[config.mk]
export PLATFORM = sky130hd
export DESIGN_NAME = hier_fanin_node
export DESIGN_NICKNAME = d
export VERILOG_FILES = /design/src/rtl/hier_fanin_node.sv
export SDC_FILE = /design/constraint.sdc
export NUM_CORES = 1
export LEC_CHECK = 0
export ABC_AREA = 1
export BUFFER_PORTS_ARGS = -buffer_cell sky130_fd_sc_hd__clkbuf_2
export CELL_PAD_IN_SITES_DETAIL_PLACEMENT = 1
export CELL_PAD_IN_SITES_GLOBAL_PLACEMENT = 2
export CORE_ASPECT_RATIO = 1.5
export CORE_MARGIN = 2
export CORE_UTILIZATION = 23
export CTS_CLUSTER_SIZE = 10
export DETAILED_ROUTE_END_ITERATION = 8
export PLACE_DENSITY = 0.94
export SYNTH_ARGS = -nofsm -noshare
export SYNTH_HDL_FRONTEND = slang
export SYNTH_SLANG_ARGS = --single-unit
[constraint.sdc]
create_clock -name clk -period 7.55 [get_ports clk]
set_clock_uncertainty 0.1 [all_clocks]
set_input_delay 0.3775 -clock clk [delete_from_list [all_inputs] [get_ports clk]]
set_output_delay 0.3775 -clock clk [all_outputs]
set_load 0.05 [all_outputs]
[src/rtl/hier_fanin_node.sv]
// hier_fanin_node: generic N-to-1 fan-in node for the module tree.
// Round-robin arbitration over enabled, valid children, optional packet lock
// (grant held until the granted child's last beat), a one-entry registered
// upstream stage and a saturating count of beats delivered upstream.
module hier_fanin_node #(
   parameter int NUM_CH   = 10,
   parameter int DATA_W   = 32,
   parameter int PKT_MODE = 1,
   parameter int CNT_W    = 16,
   parameter int ID_W     = $clog2(NUM_CH)
) (
   input  logic                       clk,
   input  logic                       rst_n,
   input  logic [NUM_CH-1:0]          ch_en,
   input  logic [NUM_CH-1:0]          ch_valid,
   input  logic [NUM_CH-1:0]          ch_last,
   input  logic [NUM_CH*DATA_W-1:0]   ch_data,
   output logic [NUM_CH-1:0]          ch_ready,
   output logic                       up_valid,
   output logic [DATA_W-1:0]          up_data,
   output logic [ID_W-1:0]            up_id,
   output logic                       up_last,
   input  logic                       up_ready,
   output logic [CNT_W-1:0]           beat_cnt
);

   typedef enum logic [0:0] {
      ST_IDLE   = 1'b0,
      ST_LOCKED = 1'b1
   } state_t;

   state_t              state_r;
   logic [ID_W-1:0]     rr_ptr_r;
   logic [ID_W-1:0]     lock_id_r;

   logic [NUM_CH-1:0]   elig_s;
   logic [ID_W-1:0]     rr_idx_s;
   logic                rr_found_s;
   logic [ID_W-1:0]     grant_s;
   logic                grant_valid_s;
   logic                out_free_s;
   logic                accept_s;
   logic [DATA_W-1:0]   data_sel_s;
   logic                last_raw_s;
   logic                last_sel_s;

   assign elig_s     = ch_valid & ch_en;
   // The output register can take a new beat when empty or draining this cycle.
   assign out_free_s = ~up_valid | up_ready;
   assign accept_s   = grant_valid_s & out_free_s;
   // Without packet mode every beat closes its own packet.
   assign last_sel_s = (PKT_MODE != 0) ? last_raw_s : 1'b1;

   // Round-robin search: first eligible index after rr_ptr, wrapping at NUM_CH-1.
   always_comb begin : rr_search
      logic [ID_W:0]   sum_v;
      logic [ID_W-1:0] cand_v;
      rr_found_s = 1'b0;
      rr_idx_s   = '0;
      sum_v      = '0;
      cand_v     = '0;
      for (int k = 1; k <= NUM_CH; k++) begin
         sum_v  = {1'b0, rr_ptr_r} + (ID_W+1)'(k);
         cand_v = (sum_v >= (ID_W+1)'(NUM_CH)) ? ID_W'(sum_v - (ID_W+1)'(NUM_CH))
                                               : sum_v[ID_W-1:0];
         if (!rr_found_s && elig_s[cand_v]) begin
            rr_found_s = 1'b1;
            rr_idx_s   = cand_v;
         end else begin
            rr_found_s = rr_found_s;
         end
      end
   end

   // Grant selection: locked channel ignores its enable so packets are never cut.
   always_comb begin
      if ((PKT_MODE != 0) && (state_r == ST_LOCKED)) begin
         grant_s       = lock_id_r;
         grant_valid_s = ch_valid[lock_id_r];
      end else begin
         grant_s       = rr_idx_s;
         grant_valid_s = rr_found_s;
      end
   end

   // Payload/last mux driven only by the grant index (no data-to-control path).
   always_comb begin
      data_sel_s = '0;
      last_raw_s = 1'b0;
      for (int i = 0; i < NUM_CH; i++) begin
         if (grant_s == ID_W'(i)) begin
            data_sel_s = ch_data[i*DATA_W +: DATA_W];
            last_raw_s = ch_last[i];
         end else begin
            last_raw_s = last_raw_s;
         end
      end
   end

   // One-hot ready toward the granted child; held low while in reset.
   always_comb begin
      ch_ready = '0;
      for (int i = 0; i < NUM_CH; i++) begin
         ch_ready[i] = rst_n & accept_s & (grant_s == ID_W'(i));
      end
   end

   // Arbitration FSM: lock on a non-last beat, release on the locked channel's last beat.
   always_ff @(posedge clk or negedge rst_n) begin
      if (!rst_n) begin
         state_r   <= ST_IDLE;
         lock_id_r <= '0;
         rr_ptr_r  <= ID_W'(NUM_CH - 1);
      end else if (accept_s) begin
         case (state_r)
            ST_IDLE: begin
               rr_ptr_r <= grant_s;
               if ((PKT_MODE != 0) && !last_sel_s) begin
                  state_r   <= ST_LOCKED;
                  lock_id_r <= grant_s;
               end
            end
            ST_LOCKED: begin
               if (last_sel_s) begin
                  state_r  <= ST_IDLE;
                  rr_ptr_r <= grant_s;
               end
            end
            default: begin
               state_r <= ST_IDLE;
            end
         endcase
      end
   end

   // Upstream one-entry register: load on accept, clear when drained without refill.
   always_ff @(posedge clk or negedge rst_n) begin
      if (!rst_n) begin
         up_valid <= 1'b0;
         up_data  <= '0;
         up_id    <= '0;
         up_last  <= 1'b0;
      end else if (accept_s) begin
         up_valid <= 1'b1;
         up_data  <= data_sel_s;
         up_id    <= grant_s;
         up_last  <= last_sel_s;
      end else if (up_valid && up_ready) begin
         up_valid <= 1'b0;
      end
   end

   // Saturating count of beats taken by the upstream side.
   always_ff @(posedge clk or negedge rst_n) begin
      if (!rst_n) begin
         beat_cnt <= '0;
      end else if (up_valid && up_ready && (beat_cnt != {CNT_W{1'b1}})) begin
         beat_cnt <= beat_cnt + CNT_W'(1);
      end
   end

endmodule

==> impl_metrics.ini, run 1 <==
[grt]
grt_pass1_wl_mm = 64.5
gr-usage-met2 = 0.459
antenna_found_initial = 2
grt_usage = 0.238
overflow = 0
busiest_layer = met2
grt_use_met1 = 0.249
grt_max_degree = 44
gr-usage-met3 = 0.0369
grt_pass1_vias = 11417

[min_path]
hp-class = in2reg
whs_path_depth = 5

[logic_synthesis]
synth_edf_count = 0
synth_cells = 1316
synth-seq-area-share = 0.205
synth_cell_type_count = 57
avgSynthCellArea_um2 = 5.85
synthesis.area_um2 = 7700
ys_ff_latch = 63
synth_top_flop_cell = dfrtp_1
syn_nets = 1693
synthArstFlopShare = 1.00
ys_warn_count = 0

[floorplanning]
initial_core_util = 0.232
die_y_um = 228
core_um2 = 33200
dieArea_um2 = 35000
rows = 82
ios = 417
die-width_um = 153

[clocking]
numCtsBuffers = 9
clk_path_buf_depth = 2
numClockSinks = 63
clock_latency_ns = 0.35
postCtsSetupBuffers = 0
clkTransAtPathRegs_ns = 0.06
cts-root-buf = clkbuf_16
cts_tree = built
htreeDepth = 3

[power_and_ir_drop]
power-per-cell-area_nw_per_um2 = 646
power_mw = 6.76
ir_drop_mv = 0.184
p_leak_nw = 5.93

[sta]
fin_crit_ns = 6.27
finalSetupTns_ns = 0
fmax_mhz = 159
setup_violations = 0
rsz0062_at_grt = false
hold_viol_final = 0
relSlewSlack = 0.321
tightest_slew_ns = 1.01
period_share = 0.831
finalMaxSlewViolations = 0
hold_slack_ns = 0.251

[finish]
layout_common_cells = nand2_1 (477), clkbuf_2 (415), nand3_1 (135)
drive_gt1_frac = 0.316
post-route-util = 0.315
final_common_cell = nand2_1
num-fill-cells = 4529
syn_to_final_growth_pct = 35.9
final_nets = 2081

[drt]
drt-total-wl_mm = 42.5
vias = 10408
vias_per_cell = 4.88
wl_per_cell_um = 20.0
drc = 0
dr.pass1.iters = 5
drt_iter0_markers = 370
ant_nets = 0

[setup_path]
critPathKind = reg2out
timing.critical_path.required_ns = 7.07
crit_arrival_ns = 5.79
ff2ff_path_depth = 27
crit_path_end_kind = output pin
crit_fanout = 17
start_kind = flip-flop

[placed_design]
dp_hpwl_mm = 36.0
portBuffers = 416
place_congestion = 0.941

[flow_run]
max_cap_viol_count = 0

[status]
status = finished, final reports clean
-- state kept, by name (all words and copies together), names as in the netlist --
| signal | flops |
|---|---|
| up_last | 1 |
| up_id | 4 |
| up_data | 32 |
| beat_cnt | 16 |
| rr_ptr_r | 4 |
| up_valid | 1 |
| lock_id_r | 4 |
| state_r | 1 |
-- final timing paths --
check	start	endpoint	slack, ns
max reg2reg	rr_ptr_r[1]	rr_ptr_r[1]	1.48
min reg2reg	up_data[0]	up_data[0]	0.38
min	ch_data[265]	up_data[9]	0.25
max in group asynchronous	rst_n	up_data[30]	6.05
max	rr_ptr_r[1]	ch_ready[7]	1.28
min in group asynchronous	rst_n	beat_cnt[8]	0.39
-- kinds of logic after synthesis --
| family | share of synthesized area |
|---|---|
| buffers and inverters | 0.105 |
| adder cells (fa/ha/maj) | 0.0400 |
| XOR/XNOR | 0.0315 |
| multiplexers | 0.00130 |
| AO/OA/AOI/OAI | 0.142 |
| flip-flops | 0.205 |
| AND/OR/NAND/NOR | 0.475 |
-- what timing repair did --
item | 4_1_cts | 5_1_grt
gates resized for setup | 0 | 0
endpoints found under the hold margin | 22 | 0
hold buffers | 1 | 0
-- stage by stage --
| stage | worst slack (ns) | instances | instance area (um^2) |
|---|---|---|---|
| final | 1.28 | 2131 | 10500 |
| after global routing | 0.745 | 2131 | 10500 |
| after CTS | 1.21 | 2129 | 10500 |
| after detailed placement | 1.47 | 2112 | 10100 |
| after global placement | 1.63 | 2112 | 10100 |
| after floorplan | 2.52 | 1316 | 7700 |
-- per-layer routing --
metal,wire (um),vias up
met5,0,-
met4,2060,0
met3,2020,88
met2,22800,345
met1,15600,4936
li1,-,5039
-- synthesized netlist by cell type (7+ instances only) --
master / number / area (um^2)
nand2_1: 477 / 1790
nand3_1: 136 / 681
inv_1: 117 / 439
nor2_1: 92 / 345
a21oi_1: 91 / 455
dfrtp_1: 61 / 1530
nand4_1: 42 / 263
o21ai_1: 42 / 210
o21ai_0: 40 / 200
ha_1: 23 / 288
clkbuf_1: 22 / 82.6
nand2_2: 19 / 119
buf_2: 17 / 85.1
inv_2: 17 / 63.8
xor2_1: 15 / 131
or2_2: 10 / 62.6
buf_6: 9 / 101
xnor2_1: 9 / 78.8
o21ai_2: 8 / 70.1
nor2_2: 7 / 43.8
-- power by group --
part	internal [mW]	switching, mW
logic	1.66	4.01
clock network	0.289	0.167
registers	0.490	0.142
total	2.44	4.32
-- area by class of cell --
cell class / count / area (um^2) / area share
multi-input combinational: 1065 / 5330 / 0.509
timing repair buffer: 429 / 2180 / 0.209
sequential: 63 / 1580 / 0.151
tap: 420 / 526 / 0.0502
inverter: 136 / 515 / 0.0493
clock buffer: 9 / 225 / 0.0215
clock inverter: 7 / 97.6 / 0.00933
antenna: 2 / 5.00 / 0.000478
-- worst max-delay path: stages, from the launching register on --
cell and delay, ns:
dfrtp_1 0.73, inv_2 0.27, ha_1 0.63, inv_1 0.27, ha_1 0.32, nand3_2 0.11, nand2_2 0.10, o21ai_1 0.21
nand3_1 0.15, nand3_2 0.14, nand3_4 0.10, nor2_8 0.18, nand4_4 0.13, nor2_4 0.20, nand3_2 0.09, nand3_1 0.10
nand2_1 0.09, o21ai_2 0.23, nand2_2 0.13, nor3_4 0.59, inv_2 0.18, nor2_1 0.17, clkbuf_2 0.31
(Power assumes the default switching activity.)
==> run 2: changes to the inputs <==
--- a/config.mk
+++ b/config.mk
@@ -5,7 +5,7 @@
 export SDC_FILE = /design/constraint.sdc
 export NUM_CORES = 1
 export LEC_CHECK = 0
-export ABC_AREA = 1
+export ABC_AREA = 0
 export BUFFER_PORTS_ARGS = -buffer_cell sky130_fd_sc_hd__clkbuf_2
 export CELL_PAD_IN_SITES_DETAIL_PLACEMENT = 1
 export CELL_PAD_IN_SITES_GLOBAL_PLACEMENT = 2
@@ -14,7 +14,7 @@
 export CORE_UTILIZATION = 23
 export CTS_CLUSTER_SIZE = 10
 export DETAILED_ROUTE_END_ITERATION = 8
-export PLACE_DENSITY = 0.94
+export PLACE_DENSITY = 0.88
 export SYNTH_ARGS = -nofsm -noshare
 export SYNTH_HDL_FRONTEND = slang
 export SYNTH_SLANG_ARGS = --single-unit
==> constraint.sdc (replaced) <==
create_clock -name clk -period 5.1 [get_ports clk]
set_clock_uncertainty 0.1 [all_clocks]
set_input_delay 0.255 -clock clk [delete_from_list [all_inputs] [get_ports clk]]
set_output_delay 0.255 -clock clk [all_outputs]
set_load 0.05 [all_outputs]
==> run 2 against run 1 <==
Effect of this change:
- the flow now finishes with violations (negative setup slack)
- synthesized area up 8.6%
- sequential share of layout area down 4.4 points
- final cell count up 3.5%
- critical path depth up 1
- design area up 42%
- global-route usage up 5.6 points
- non-clock buffer count up 277
==> impl_metrics.ini, run 2 <==
[status]
status = complete, but fails checks
violations = negative setup slack

[drt]
drc = 0
drt_iter0_markers = 632
wl_per_cell_um = 26.7
dr.pass1.iters = 5
vias = 12078
drt-total-wl_mm = 58.8
ant_nets = 0
vias_per_cell = 5.48

[finish]
largest_register_ffs = 32
drive_gt1_frac = 0.536
final_nets = 2089
num-fill-cells = 4362
top_register = up_data
multi_input_area_um2 = 7310
layout_common_cells = clkbuf_2 (405), buf_4 (236), nand2_1 (123)
reg_top3 = up_data: 32 flops, beat_cnt: 16 flops
syn_to_final_growth_pct = 77.0
final_common_cell = clkbuf_2
seq_area_um2 = 1580

[logic_synthesis]
ys_ff_latch = 63
avgSynthCellArea_um2 = 7.79
ys_warn_count = 0
synth-seq-area-share = 0.189
yosysTopAreaCell = dfrtp_1
synth_top_flop_cell = dfrtp_1
synth_common_cells = nand2_1 (127), o21ai_0 (101), nor2_1 (66)
synthArstFlopShare = 1.00
synth_most_common_cell = nand2_1
synthesis.area_um2 = 8360
synth_top_area_frac = 0.183
synth_cells = 1073
synth_edf_count = 0
synthTopCellsByArea = dfrtp_1 (18%), o21ai_0 (6.0%), nand2_1 (5.7%)
synth_cell_type_count = 105
syn_nets = 1450

[min_path]
holdPathEnd = up_data[17]
whs_path_depth = 3
hp-start = ch_data[305]
hp-class = in2reg

[setup_path]
crit_path_end_kind = flip-flop
start_kind = flip-flop
cp_cell_sequence = inv_6 > ha_4 > xor2_4 > ha_4 > or3b_1 > mux2i_2 > o32ai_2 > mux2_4 > a22oi_2 > nor4b_4 > buf_6 > nand4_4 > o31ai_4 > a31o_4 > buf_4 > buf_4 > nor4b_2 > buf_4 > a32o_1 > a31oi_4 > o211ai_4 > nand2b_4 > mux2_4
crit_fanout = 5
reg2reg_from = rr_ptr_r[0]
crit_arrival_ns = 5.52
ff2ff_path_depth = 23
slowest_delay_ns = 0.59
crit_top_cell = buf_4
r2r-end = lock_id_r[2]
crit_slowest_cell = dfstp_2
timing.critical_path.required_ns = 5.24
critPathKind = reg2reg
reg2reg_slack_ns = -0.28

[sta]
period_share = 1.05
rsz0062_at_grt = true
fin_ws_ns = -0.278
relSlewSlack = 0.566
finalSetupTns_ns = -6.81
hold_viol_final = 0
finalMaxSlewViolations = 0
setup_violations = 51
fin_crit_ns = 5.38
tightest_slew_ns = 0.645
fmax_mhz = 186

[grt]
grt_pass1_wl_mm = 82.8
grt_pass1_vias = 13088
overflow = 0
grt_usage = 0.294
grt_max_degree = 35
antenna_found_initial = 20

[floorplanning]
dieArea_um2 = 37900
rows = 85
initial_core_util = 0.233
die_y_um = 238
core_um2 = 35800
die-width_um = 160
ios = 417

[clocking]
numClockSinks = 63
clk_path_buf_depth = 2
numCtsBuffers = 9
cts-root-buf = clkbuf_16
clkTransAtPathRegs_ns = 0.07
clock_latency_ns = 0.37
htreeDepth = 3
cts_tree = built

[placed_design]
portBuffers = 416
dp_hpwl_mm = 46.4
place_congestion = 1.00

[flow_run]
max_cap_viol_count = 0
## run 2: cell count changes after synthesis, moves of 29 or more
cell	delta
mux2i_1	+45
nand3_1	-94
nand2_1	-350
inv_1	-97
a221oi_1	+29
o21ai_0	+61
nand4_1	-39
a21oi_1	-58
## run 2: worst max path at each step
stage	startpoint	to
2_1_floorplan	rr_ptr_r[0]	rr_ptr_r[1]
3_3_place_gp	rr_ptr_r[0]	up_data[10]
3_5_place_dp	rr_ptr_r[0]	up_data[10]
4_1_cts	rr_ptr_r[0]	lock_id_r[0]
5_1_grt	rr_ptr_r[0]	lock_id_r[3]
6_report	rr_ptr_r[0]	lock_id_r[2]
## run 2: final cells by class
| type | instances | share of cell area |
|---|---|---|
| repair buffers | 706 | 0.330 |
| inverters | 22 | 0.00625 |
| clock inverters | 7 | 0.00676 |
| well taps | 478 | 0.0404 |
| diodes | 10 | 0.00169 |
| multi-input cells | 910 | 0.493 |
| flip-flops and latches | 63 | 0.107 |
| clock buffers | 9 | 0.0152 |
## run 2: cells by family after synthesis
group	synth area share
AND/OR/NAND/NOR	0.230
XOR/XNOR	0.0350
multiplexers	0.0932
flip-flops	0.189
adder cells (fa/ha/maj)	0.0368
AO/OA/AOI/OAI	0.357
buffers and inverters	0.0587
## run 2: metal layers
| layer | up-vias | track usage | part of all wire |
|---|---|---|---|
| met1 | 5950 | 0.297 | 0.35 |
| met3 | 196 | 0.0717 | 0.063 |
| met2 | 509 | 0.544 | 0.52 |
| met5 | - | 0 | 0.0016 |
| li1 | 5407 | - | - |
| met4 | 16 | 0.175 | 0.068 |
## run 2: what timing repair did
action,CTS,global route
endpoints found under the setup margin,52,52
hold endpoints to repair,30,0
buffers inserted,45,17
cloned,6,2
gates resized for setup,164,63
hold buffers,1,0
pin swaps,61,42
## run 2: per-stage QoR
step | setup slack, ns | hold slack (ns) | util | std cells | instance area (um^2)
global route | -0.394 | 0.109 | 0.413 | 2203 | 14800
detailed placement | -0.506 | 0.149 | 0.357 | 2109 | 12800
CTS | -0.139 | 0.0690 | 0.400 | 2176 | 14400
global placement | -0.449 | 0.144 | 0.357 | 2109 | 12800
finish | -0.278 | 0.0800 | 0.413 | 2205 | 14800
floorplan | -0.402 | -0.141 | - | 1073 | 8700
## run 2: critical path: cells and delay by family, from the launching register on
family,cells,cell delay (ns)
AO/OA/AOI/OAI,7,1.15
XOR/XNOR,1,0.16
adder cells (fa/ha/maj),2,0.46
buffers and inverters,5,0.67
AND/OR/NAND/NOR,5,1.25
multiplexers,3,0.84
flip-flops,1,0.59
Power of run 2 is not shown: default switching activity piles up to over one toggle a cycle in this logic, so the estimate is an artifact.
